`src/rtl/modbus_pkg.sv`:
```
// Shared types and field widths for the Modbus poll scheduler.
package modbus_pkg;

    localparam int unsigned ADR_W   = 8;
    localparam int unsigned REG_W   = 16;
    localparam int unsigned CNT_W   = 8;
    localparam int unsigned RETRY_W = 3;

    typedef enum logic [2:0] {
        IDLE,
        LOAD,
        START,
        WAIT,
        GAP
    } state_t;

    typedef struct packed {
        logic [ADR_W-1:0] adr;
        logic [REG_W-1:0] adr_tx;
        logic [CNT_W-1:0] num_tx;
        logic [REG_W-1:0] adr_rx;
        logic [CNT_W-1:0] num_rx;
    } desc_t;

    // Counter width for a count of n cycles; never narrower than one bit.
    function automatic int unsigned cnt_w(input int unsigned n);
        return (n < 2) ? 1 : $clog2(n);
    endfunction

endpackage

```
`src/rtl/modbus_poll_scheduler_if.sv`:
```
// Transaction handshake between the poll scheduler and the Modbus RTU master.
interface modbus_poll_scheduler_if #(
    parameter int unsigned SEL_W = 4
);
    import modbus_pkg::*;

    logic             start;
    logic             done;
    logic             error;
    logic [SEL_W-1:0] slave_idx;
    logic [ADR_W-1:0] adr;
    logic [REG_W-1:0] adr_first_reg_tx;
    logic [CNT_W-1:0] num_reg_tx;
    logic [REG_W-1:0] adr_first_reg_rx;
    logic [CNT_W-1:0] num_reg_rx;

    modport master (
        output start, slave_idx, adr, adr_first_reg_tx, num_reg_tx,
               adr_first_reg_rx, num_reg_rx,
        input  done, error
    );

    modport slave (
        input  start, slave_idx, adr, adr_first_reg_tx, num_reg_tx,
               adr_first_reg_rx, num_reg_rx,
        output done, error
    );

endinterface

```
`src/rtl/poll_timer.sv`:
```
// Loadable saturating down-counter; expired is high while the count is zero.
module poll_timer #(
    parameter int unsigned W = 4
) (
    input  logic         clk,
    input  logic         reset,
    input  logic         load,
    input  logic [W-1:0] load_value,
    input  logic         run,
    output logic         expired
);
    logic [W-1:0] count;

    always_ff @(posedge clk or negedge reset) begin
        if (!reset) begin
            count <= '0;
        end else if (load) begin
            count <= load_value;
        end else if (run && (count != '0)) begin
            count <= count - 1'b1;
        end
    end

    assign expired = (count == '0);

endmodule

```
`src/rtl/modbus_poll_scheduler.sv`:
```
// Round-robin poll sequencer: loads one slave descriptor at a time into the
// Modbus RTU master, retries failing slaves and keeps a per-slave link status.
module modbus_poll_scheduler
    import modbus_pkg::*;
#(
    parameter int unsigned NUM_SLAVES     = 4,
    parameter int unsigned SEL_W          = 4,
    parameter int unsigned TIMEOUT_CYCLES = 500000,
    parameter int unsigned GAP_CYCLES     = 2000,
    parameter int unsigned MAX_RETRY      = 2
) (
    input  logic                        clk,
    input  logic                        reset,
    input  logic                        enable,
    input  logic [ADR_W*NUM_SLAVES-1:0] cfg_adr,
    input  logic [REG_W*NUM_SLAVES-1:0] cfg_adr_tx,
    input  logic [CNT_W*NUM_SLAVES-1:0] cfg_num_tx,
    input  logic [REG_W*NUM_SLAVES-1:0] cfg_adr_rx,
    input  logic [CNT_W*NUM_SLAVES-1:0] cfg_num_rx,
    modbus_poll_scheduler_if.master     txn,
    output logic [NUM_SLAVES-1:0]       link_ok,
    output logic                        cycle_done,
    output logic                        busy
);
    localparam int unsigned TMO_W = cnt_w(TIMEOUT_CYCLES);
    localparam int unsigned GAP_W = cnt_w(GAP_CYCLES);

    state_t                state;
    logic [RETRY_W-1:0]    retry;
    desc_t                 sel;
    logic [NUM_SLAVES-1:0] cur_mask;
    logic [SEL_W-1:0]      next_idx;
    logic                  last_slave;
    logic                  success;
    logic                  failure;
    logic                  tmo_load, tmo_run, tmo_expired;
    logic                  gap_load, gap_run, gap_expired;

    always_comb begin
        sel      = '0;
        cur_mask = '0;
        for (int unsigned i = 0; i < NUM_SLAVES; i++) begin
            if (txn.slave_idx == SEL_W'(i)) begin
                cur_mask[i] = 1'b1;
                sel.adr     = cfg_adr[i*ADR_W +: ADR_W];
                sel.adr_tx  = cfg_adr_tx[i*REG_W +: REG_W];
                sel.num_tx  = cfg_num_tx[i*CNT_W +: CNT_W];
                sel.adr_rx  = cfg_adr_rx[i*REG_W +: REG_W];
                sel.num_rx  = cfg_num_rx[i*CNT_W +: CNT_W];
            end
        end
    end

    // done/error override a coinciding timeout; done with error is a failure.
    always_comb begin
        last_slave = (txn.slave_idx == SEL_W'(NUM_SLAVES - 1));
        next_idx   = last_slave ? '0 : txn.slave_idx + 1'b1;
        success    = txn.done && !txn.error;
        failure    = txn.error || (tmo_expired && !txn.done);
        tmo_load   = (state == START);
        tmo_run    = (state == WAIT);
        gap_load   = (state == WAIT) && (success || failure);
        gap_run    = (state == GAP);
    end

    poll_timer #(.W(TMO_W)) u_timeout (
        .clk        (clk),
        .reset      (reset),
        .load       (tmo_load),
        .load_value (TMO_W'(TIMEOUT_CYCLES - 1)),
        .run        (tmo_run),
        .expired    (tmo_expired)
    );

    poll_timer #(.W(GAP_W)) u_gap (
        .clk        (clk),
        .reset      (reset),
        .load       (gap_load),
        .load_value (GAP_W'(GAP_CYCLES - 1)),
        .run        (gap_run),
        .expired    (gap_expired)
    );

    always_ff @(posedge clk or negedge reset) begin
        if (!reset) begin
            state                <= IDLE;
            retry                <= '0;
            txn.slave_idx        <= '0;
            txn.start            <= 1'b0;
            txn.adr              <= '0;
            txn.adr_first_reg_tx <= '0;
            txn.num_reg_tx       <= '0;
            txn.adr_first_reg_rx <= '0;
            txn.num_reg_rx       <= '0;
            link_ok              <= '0;
            cycle_done           <= 1'b0;
            busy                 <= 1'b0;
        end else begin
            txn.start  <= 1'b0;
            cycle_done <= 1'b0;
            case (state)
                IDLE: begin
                    if (enable) begin
                        state <= LOAD;
                        busy  <= 1'b1;
                    end
                end
                LOAD: begin
                    txn.adr              <= sel.adr;
                    txn.adr_first_reg_tx <= sel.adr_tx;
                    txn.num_reg_tx       <= sel.num_tx;
                    txn.adr_first_reg_rx <= sel.adr_rx;
                    txn.num_reg_rx       <= sel.num_rx;
                    txn.start            <= 1'b1;
                    state                <= START;
                end
                START: begin
                    state <= WAIT;
                end
                WAIT: begin
                    if (success || failure) begin
                        state <= GAP;
                        if (failure && (retry < RETRY_W'(MAX_RETRY))) begin
                            retry <= retry + 1'b1;
                        end else begin
                            link_ok       <= success ? (link_ok | cur_mask)
                                                     : (link_ok & ~cur_mask);
                            retry         <= '0;
                            txn.slave_idx <= next_idx;
                            cycle_done    <= last_slave;
                        end
                    end
                end
                GAP: begin
                    if (gap_expired) begin
                        if (enable) begin
                            state <= LOAD;
                        end else begin
                            state <= IDLE;
                            busy  <= 1'b0;
                            retry <= '0;
                        end
                    end
                end
                default: begin
                    state <= IDLE;
                    busy  <= 1'b0;
                end
            endcase
        end
    end

endmodule

```
`src/flat_wrapper.sv`:
```
// flat-port wrapper written by rule: the top's interface ports become plain ports
module modbus_poll_scheduler_flat import modbus_pkg::*;
#(
    parameter int unsigned NUM_SLAVES     = 4,
    parameter int unsigned SEL_W          = 4,
    parameter int unsigned TIMEOUT_CYCLES = 500000,
    parameter int unsigned GAP_CYCLES     = 2000,
    parameter int unsigned MAX_RETRY      = 2
)
  (clk, reset, enable, cfg_adr, cfg_adr_tx, cfg_num_tx, cfg_adr_rx, cfg_num_rx, link_ok, cycle_done, busy, txn_start, txn_slave_idx, txn_adr, txn_adr_first_reg_tx, txn_num_reg_tx, txn_adr_first_reg_rx, txn_num_reg_rx, txn_done, txn_error);
  modbus_poll_scheduler_if #(.SEL_W(SEL_W)) txn_i ();
  input  logic clk;
  input  logic reset;
  input  logic enable;
  input  logic [ADR_W*NUM_SLAVES-1:0] cfg_adr;
  input  logic [REG_W*NUM_SLAVES-1:0] cfg_adr_tx;
  input  logic [CNT_W*NUM_SLAVES-1:0] cfg_num_tx;
  input  logic [REG_W*NUM_SLAVES-1:0] cfg_adr_rx;
  input  logic [CNT_W*NUM_SLAVES-1:0] cfg_num_rx;
  output logic [NUM_SLAVES-1:0] link_ok;
  output logic cycle_done;
  output logic busy;
  output wire logic [$bits(txn_i.start)-1:0] txn_start;
  output wire logic [$bits(txn_i.slave_idx)-1:0] txn_slave_idx;
  output wire logic [$bits(txn_i.adr)-1:0] txn_adr;
  output wire logic [$bits(txn_i.adr_first_reg_tx)-1:0] txn_adr_first_reg_tx;
  output wire logic [$bits(txn_i.num_reg_tx)-1:0] txn_num_reg_tx;
  output wire logic [$bits(txn_i.adr_first_reg_rx)-1:0] txn_adr_first_reg_rx;
  output wire logic [$bits(txn_i.num_reg_rx)-1:0] txn_num_reg_rx;
  input wire logic [$bits(txn_i.done)-1:0] txn_done;
  input wire logic [$bits(txn_i.error)-1:0] txn_error;
  assign txn_start = txn_i.start;
  assign txn_slave_idx = txn_i.slave_idx;
  assign txn_adr = txn_i.adr;
  assign txn_adr_first_reg_tx = txn_i.adr_first_reg_tx;
  assign txn_num_reg_tx = txn_i.num_reg_tx;
  assign txn_adr_first_reg_rx = txn_i.adr_first_reg_rx;
  assign txn_num_reg_rx = txn_i.num_reg_rx;
  assign txn_i.done = txn_done;
  assign txn_i.error = txn_error;
  modbus_poll_scheduler #(.NUM_SLAVES(NUM_SLAVES), .SEL_W(SEL_W), .TIMEOUT_CYCLES(TIMEOUT_CYCLES), .GAP_CYCLES(GAP_CYCLES), .MAX_RETRY(MAX_RETRY)) u_core (.clk(clk), .reset(reset), .enable(enable), .cfg_adr(cfg_adr), .cfg_adr_tx(cfg_adr_tx), .cfg_num_tx(cfg_num_tx), .cfg_adr_rx(cfg_adr_rx), .cfg_num_rx(cfg_num_rx), .txn(txn_i), .link_ok(link_ok), .cycle_done(cycle_done), .busy(busy));
endmodule
```
`config.mk`:
```
export PLATFORM = sky130hd
export DESIGN_NAME = modbus_poll_scheduler_flat
export DESIGN_NICKNAME = d
export VERILOG_FILES = /design/src/rtl/modbus_pkg.sv /design/src/rtl/modbus_poll_scheduler_if.sv /design/src/rtl/poll_timer.sv /design/src/rtl/modbus_poll_scheduler.sv /design/src/flat_wrapper.sv
export SDC_FILE = /design/constraint.sdc
export NUM_CORES = 1
export LEC_CHECK = 0
export CORE_ASPECT_RATIO = 1.4
export CORE_MARGIN = 2
export CORE_UTILIZATION = 38
export DETAILED_ROUTE_END_ITERATION = 8
export HOLD_SLACK_MARGIN = 0.12
export PLACE_DENSITY = 0.88
export SYNTH_ARGS = -nofsm -noshare
export SYNTH_HDL_FRONTEND = slang
export SYNTH_HIERARCHICAL = 1
export SYNTH_SLANG_ARGS = --single-unit
```
`constraint.sdc`:
```
create_clock -name clk -period 2.86 [get_ports clk]
set_clock_uncertainty 0.2 [all_clocks]
set_input_delay 0.858 -clock clk [delete_from_list [all_inputs] [get_ports clk]]
set_output_delay 0.858 -clock clk [all_outputs]
set_load 0.02 [all_outputs]
```
==> impl_metrics.toml, run 1 <==
[power_and_ir_drop]
p_total_mw = 9.92
ir_drop_mv = 0.696
powerDensity_nw_per_um2 = 990
leakage_nw = 3.87

[place]
hpwl_mm = 17.6
place_ws_ns = 0.163
port_buffers = 295
dp_cells = 1243
placed_area_um2 = 9730
gp_congestion = 0.871

[yosys]
yosys.area_share.adder = 0.0136
synthCells = 749
yosysSeqAreaShare = 0.400
yosysUniqueCellTypes = 68
synth-seq-cells = 103
synthSimpleGateAreaFrac = 0.152
synth_top_family_by_area = "compound AO/OA/AOI/OAI gates"
avgSynthCellArea_um2 = 8.59
synth-edff-count = 0
netlist_area_um2 = 6440
synth_mux_area_frac = 0.0157
yosysWarnings = 6
ys_async_sr_fraction = 1.00
yosys_most_used_dff = "dfrtp_1"
synth-compound-area-share = 0.353
synth_xor_area_frac = 0.00816

[final_layout]
finalNonFillerCells = 1259
layout.nets = 1287
final_util = 0.601
area_growth_pct = 55.6
drive_above_1_share = 0.0682
final_area_um2 = 10000
diodes = 0

[worst_setup_path]
crit_required_ns = 2.91
crit_fanout = 4
endpoint_kind = "register"
critical_path_class = "reg -> reg"
crit_path_start_kind = "register"
arrival_ns = 2.66

[clock_network]
htreeDepth = 3
clk_pin_slew_ns = 0.07
clockRootBuffer = "clkbuf_16"
cts_hold_buf = 0
cts.sinks = 103
cts_buffers = 9
clock_path_buffers = 2
post_cts_buffers = 0
cts_tree = "built"
cts-resized-gates = 0
clk_latency_ns = 0.35

[sta]
fmaxAchievable_mhz = 383
setup_violations = 0
finalMaxSlewViolations = 0
timing.final.crit_period_ns = 2.61
hold_violations = 0
rsz0062_at_grt = "no"
finalCritPeriodShare = 0.912
fin_hold_ws_ns = 0.280
worst_slack_ns = 0.251
worst_pin_slew_ns = 0.679
fin_setup_tns_ns = 0
slew_headroom = 0.544

[die]
start_util = 0.386
row_count = 56
dieArea_um2 = 18000
die_h_um = 158
coreArea_um2 = 16700
ioPinCount = 296
die_x_um = 114

[global_routing]
grt_pass1_vias = 7125
grt_pass1_wl_mm = 36.1
grt.overflow.total = 0
grtUsageTotal = 0.253
antenna_found_initial = 0
grt_max_degree = 58

[route]
routed-via-count = 7259
drtIter0Drc = 561
vias_per_cell = 5.77
dr.pass1.iters = 5
drc = 0
wl_mm = 23.9
wl_per_cell_um = 19.0
final_antenna_net_count = 0

[run]
drv_cap = 0

[status]
status = "finished, final reports clean"

[worst_hold_path]
hold_path.class = "in -> async"
## worst max-delay path: stages (launching register included)
cell and delay [ns]:
dfrtp_1 0.41, inv_1 0.11, ha_1 0.18, or4b_2 0.60
nor4_1 0.53, buf_4 0.24, o31ai_1 0.06, a31oi_1 0.19
## flip-flops by register name, summed over array words and instances (netlist names), named ones only
register and flops:
u_core/u_gap/count 11, u_core/txn.start 1, u_core/txn.adr 8, u_core/retry 3, u_core/txn.num_reg_tx 8, u_core/u_timeout/count 19
u_core/txn.slave_idx 4, u_core/txn.adr_first_reg_tx 16, u_core/cycle_done 1, u_core/state 3, u_core/busy 1, u_core/txn.num_reg_rx 8
u_core/txn.adr_first_reg_rx 16
## placed cells by master (no fill, tap or decap), types with 12 or more instances in the layout
cell type	instances
inv_1	12
a22oi_1	57
o21ai_1	113
buf_4	29
nor2_1	26
conb_1	30
nand3_1	13
a31oi_1	13
clkdlybuf4s50_1	294
dfrtp_1	103
o21ai_0	18
a21oi_1	63
nand2_1	80
o22a_1	56
## cell type report
class / count / area [µm²]
Clock inverter: 5 / 38.8
Inverter: 15 / 56.3
Multi-Input combinational cell: 596 / 3630
Fill cell: 1452 / 6660
Timing Repair Buffer: 326 / 3220
Tap cell: 203 / 254
Clock buffer: 11 / 243
Sequential cell: 103 / 2580
## per-layer routing
metal	GRT usage	up-vias	part of all wire
met2	0.460	307	0.51
met5	0	-	0
li1	-	3423	-
met4	0.127	0	0.043
met3	0.0502	71	0.064
met1	0.278	3458	0.38
## cell usage after synthesis, types with 2 or more instances
master	number	area share
a2111oi_2	2	0.0047
a21oi_1	63	0.049
a22o_1	3	0.0041
a22oi_1	57	0.066
a311oi_1	2	0.0027
a31oi_1	13	0.013
and2_1	3	0.0029
and3_1	3	0.0029
buf_1	4	0.0023
buf_2	12	0.0093
buf_6	6	0.010
clkbuf_1	39	0.023
conb_1	2	0.0012
dfrtp_1	103	0.40
ha_1	7	0.014
inv_1	12	0.0070
inv_2	2	0.0012
mux2_1	7	0.012
mux2_2	2	0.0035
nand2_1	81	0.047
nand2b_1	5	0.0049
nand3_1	13	0.010
nand4_1	9	0.0087
nand4b_1	2	0.0027
nor2_1	27	0.016
nor2b_1	5	0.0049
nor3_1	8	0.0062
nor3b_1	2	0.0023
nor4_1	4	0.0039
nor4b_2	2	0.0047
o21ai_0	18	0.014
o21ai_1	113	0.088
o22a_1	56	0.076
o31a_1	2	0.0027
o31ai_1	8	0.0093
o41ai_1	5	0.0068
or3_1	7	0.0068
or3_2	2	0.0023
or4_1	5	0.0058
xnor2_1	5	0.0068
## power breakdown
part	internal (mW)	switching [mW]
clock	0.622	0.562
combinational	2.68	3.42
sequential	2.10	0.538
## cells by family (layout without fill, tap and decap cells)
kind of cell | Yosys count | count (layout)
buf+inv | 78 | 357
flops | 103 | 103
mux | 9 | 9
other cells | 2 | 30
compound gates | 354 | 354
fa+ha+maj | 7 | 7
simple gates | 190 | 190
xor+xnor | 6 | 6
## final timing paths
path / slack [ns] / to / cells after the start / start
worst min register to register: 0.29 / u_core/txn.num_reg_tx[0] / 2 / u_core/txn.num_reg_tx[0]
max in group asynchronous: 1.55 / u_core/u_timeout/count[5] / 2 / reset
worst max register to register: 0.25 / u_core/u_timeout/count[9] / 7 / u_core/u_timeout/count[0]
worst max-delay path: 0.25 / u_core/u_timeout/count[9] / 7 / u_core/u_timeout/count[0]
min in group clk: 0.29 / u_core/txn.num_reg_tx[0] / 2 / u_core/txn.num_reg_tx[0]
worst min-delay path: 0.28 / u_core/txn.adr_first_reg_tx[14] / 1 / reset
Note: power is estimated with default switching activity, not from simulation.
==> run 2: changes to the inputs <==
- CORE_UTILIZATION: 38 -> 36
- PLACE_DENSITY: 0.88 -> 0.87
- SLEW_MARGIN: not set -> 10
- SYNTH_HIERARCHICAL: 1 -> not set
==> impl_metrics.toml, run 2 <==
[worst_setup_path]
critical_path.top_delay_family = "buffers and inverters"
crit_path_start_kind = "register"
crit_chain = "clkdlybuf4s50_1"
endpoint_kind = "primary output"
crit_required_ns = 1.80
arrival_ns = 1.48
crit_fanout = 6
cp_num_buf_inv = 1
crit_path_max_incr_delay_ns = 0.69
slowest_stage = "clkdlybuf4s50_1"
critical_path_class = "reg -> out"

[power_and_ir_drop]
p_total_mw = 6.98
leakage_nw = 3.48
ir_drop_mv = 0.389
powerDensity_nw_per_um2 = 758

[die]
ioPinCount = 296
start_util = 0.367
die_h_um = 153
die_x_um = 110
dieArea_um2 = 16900
row_count = 54
coreArea_um2 = 15500

[yosys]
yosysTopAreaCellShare = 0.452
yosysWarnings = 0
synth-seq-cells = 103
avgSynthCellArea_um2 = 9.84
synth-edff-count = 0
synth_top_cell_by_area = "dfrtp_1"
synth_xor_area_frac = 0.0276
synth_mux_area_frac = 0.0193
synthTopCellsByCount = "dfrtp_1, o21ai_0, a221o_1, a22oi_1, clkbuf_1"
yosys.area_share.adder = 0.0197
synth-compound-area-share = 0.325
yosysUniqueCellTypes = 53
yosys_most_used_dff = "dfrtp_1"
ys_async_sr_fraction = 1.00
yosysSeqAreaShare = 0.452
synth.area.top_cells = "dfrtp_1, a221o_1, o21ai_0, a22oi_1, o21ai_1"
yosysMostFrequentCell = "dfrtp_1"
synthSimpleGateAreaFrac = 0.116
synth_fp_nets = 818
netlist_area_um2 = 5710
synthCells = 580
synth_top_family_by_area = "compound AO/OA/AOI/OAI gates"

[sta]
fmaxAchievable_mhz = 395
setup_violations = 0
finalCritPeriodShare = 0.886
hold_violations = 0
timing.final.crit_period_ns = 2.53
worst_slack_ns = 0.327
slew_headroom = 0.398
worst_pin_slew_ns = 0.898
fin_hold_ws_ns = 0.269
rsz0062_at_grt = "no"
fin_setup_tns_ns = 0
finalMaxSlewViolations = 0

[final_layout]
area_growth_pct = 61.4
largest_reg_flops = 19
final_util = 0.593
diodes = 0
regArea_um2 = 2580
multi_input_comb_area_um2 = 2920
top_regs = "u_core.u_timeout.count (19), u_core.txn.adr_first_reg_rx (16), u_core.txn.adr_first_reg_tx (16)"
layout.nets = 1092
final_common_cell = "clkdlybuf4s50_1"
final_area_um2 = 9210
drive_above_1_share = 0.0698
fillers = 1306
regMostFlops = "u_core.u_timeout.count"
layout_common_cells = "clkdlybuf4s50_1, dfrtp_1, o21ai_0"
finalNonFillerCells = 1055

[clock_network]
htreeDepth = 3
cts.sinks = 103
cts_tree = "built"
clock_path_buffers = 2
post_cts_buffers = 0
cts-resized-gates = 0
cts_hold_buf = 0
clk_latency_ns = 0.35
clockRootBuffer = "clkbuf_16"
clk_pin_slew_ns = 0.07
cts_buffers = 9

[place]
place_ws_ns = 0.138
placed_area_um2 = 8900
gp_congestion = 0.869
dp_cells = 1039
port_buffers = 295
hpwl_mm = 15.9

[global_routing]
met3_usage = 0.0761
grtUsageTotal = 0.247
grt.overflow.total = 0
busiest_layer = "met2"
gr-usage-met2 = 0.417
grtUsageMet1 = 0.285
grt_pass1_vias = 6334
antenna_found_initial = 0
grt_max_degree = 68
grt_pass1_wl_mm = 33.3

[run]
drv_cap = 0

[status]
status = "finished, final reports clean"

[worst_hold_path]
hold_path.class = "in -> async"

[route]
dr.pass1.iters = 5
drtIter0Drc = 368
wl_mm = 21.2
wl_per_cell_um = 20.1
vias_per_cell = 5.78
drc = 0
final_antenna_net_count = 0
routed-via-count = 6098
[run 2: cell type report]
cell class | count | share of cell area
timing repair buffer | 310 | 0.339
inverter | 10 | 0.00408
sequential | 103 | 0.280
clock inverter | 6 | 0.00734
tap | 196 | 0.0266
clock buffer | 10 | 0.0259
multi-input combinational | 420 | 0.317
[run 2: path summary, 6_finish.rpt]
kind                                           startpoint                         to  slack [ns]  depth (start not counted)
worst max-delay path              u_core.txn.slave_idx[0]           txn_slave_idx[0]        0.33                          1
max in group asynchronous                           reset   u_core.txn.num_reg_rx[7]        1.83                          2
min in group clk                          u_core.retry[2]            u_core.retry[2]        0.31                          1
worst min register to register            u_core.retry[2]            u_core.retry[2]        0.31                          1
worst max register to register  u_core.u_timeout.count[2]  u_core.u_timeout.count[6]        0.33                          5
worst min-delay path                                reset   u_core.txn.num_reg_rx[4]        0.27                          2
[run 2: report_power, final]
part	internal [mW]	leakage [nW]	switching, mW
sequential	1.90	1.30	0.330
combinational	1.60	2.04	1.88
clock	0.706	0.145	0.572
[run 2: cells by family after synthesis]
logic type | count (synthesis)
buffers and inverters | 57
AND/OR/NAND/NOR | 117
multiplexers | 10
flip-flops | 103
XOR/XNOR | 18
AO/OA/AOI/OAI | 266
adder cells (fa/ha/maj) | 9
[run 2: layer usage]
layer / vias to the layer above / share of wire
met4: 0 / 0.046
met1: 2901 / 0.37
met3: 59 / 0.090
li1: 2813 / -
met2: 325 / 0.49
met5: - / 0
==> run 3: changes to the inputs <==
- CAP_MARGIN: not set -> 40
==> results of run 3 <==
No change in the layout: final DEF, timing and power equal those of run 2.
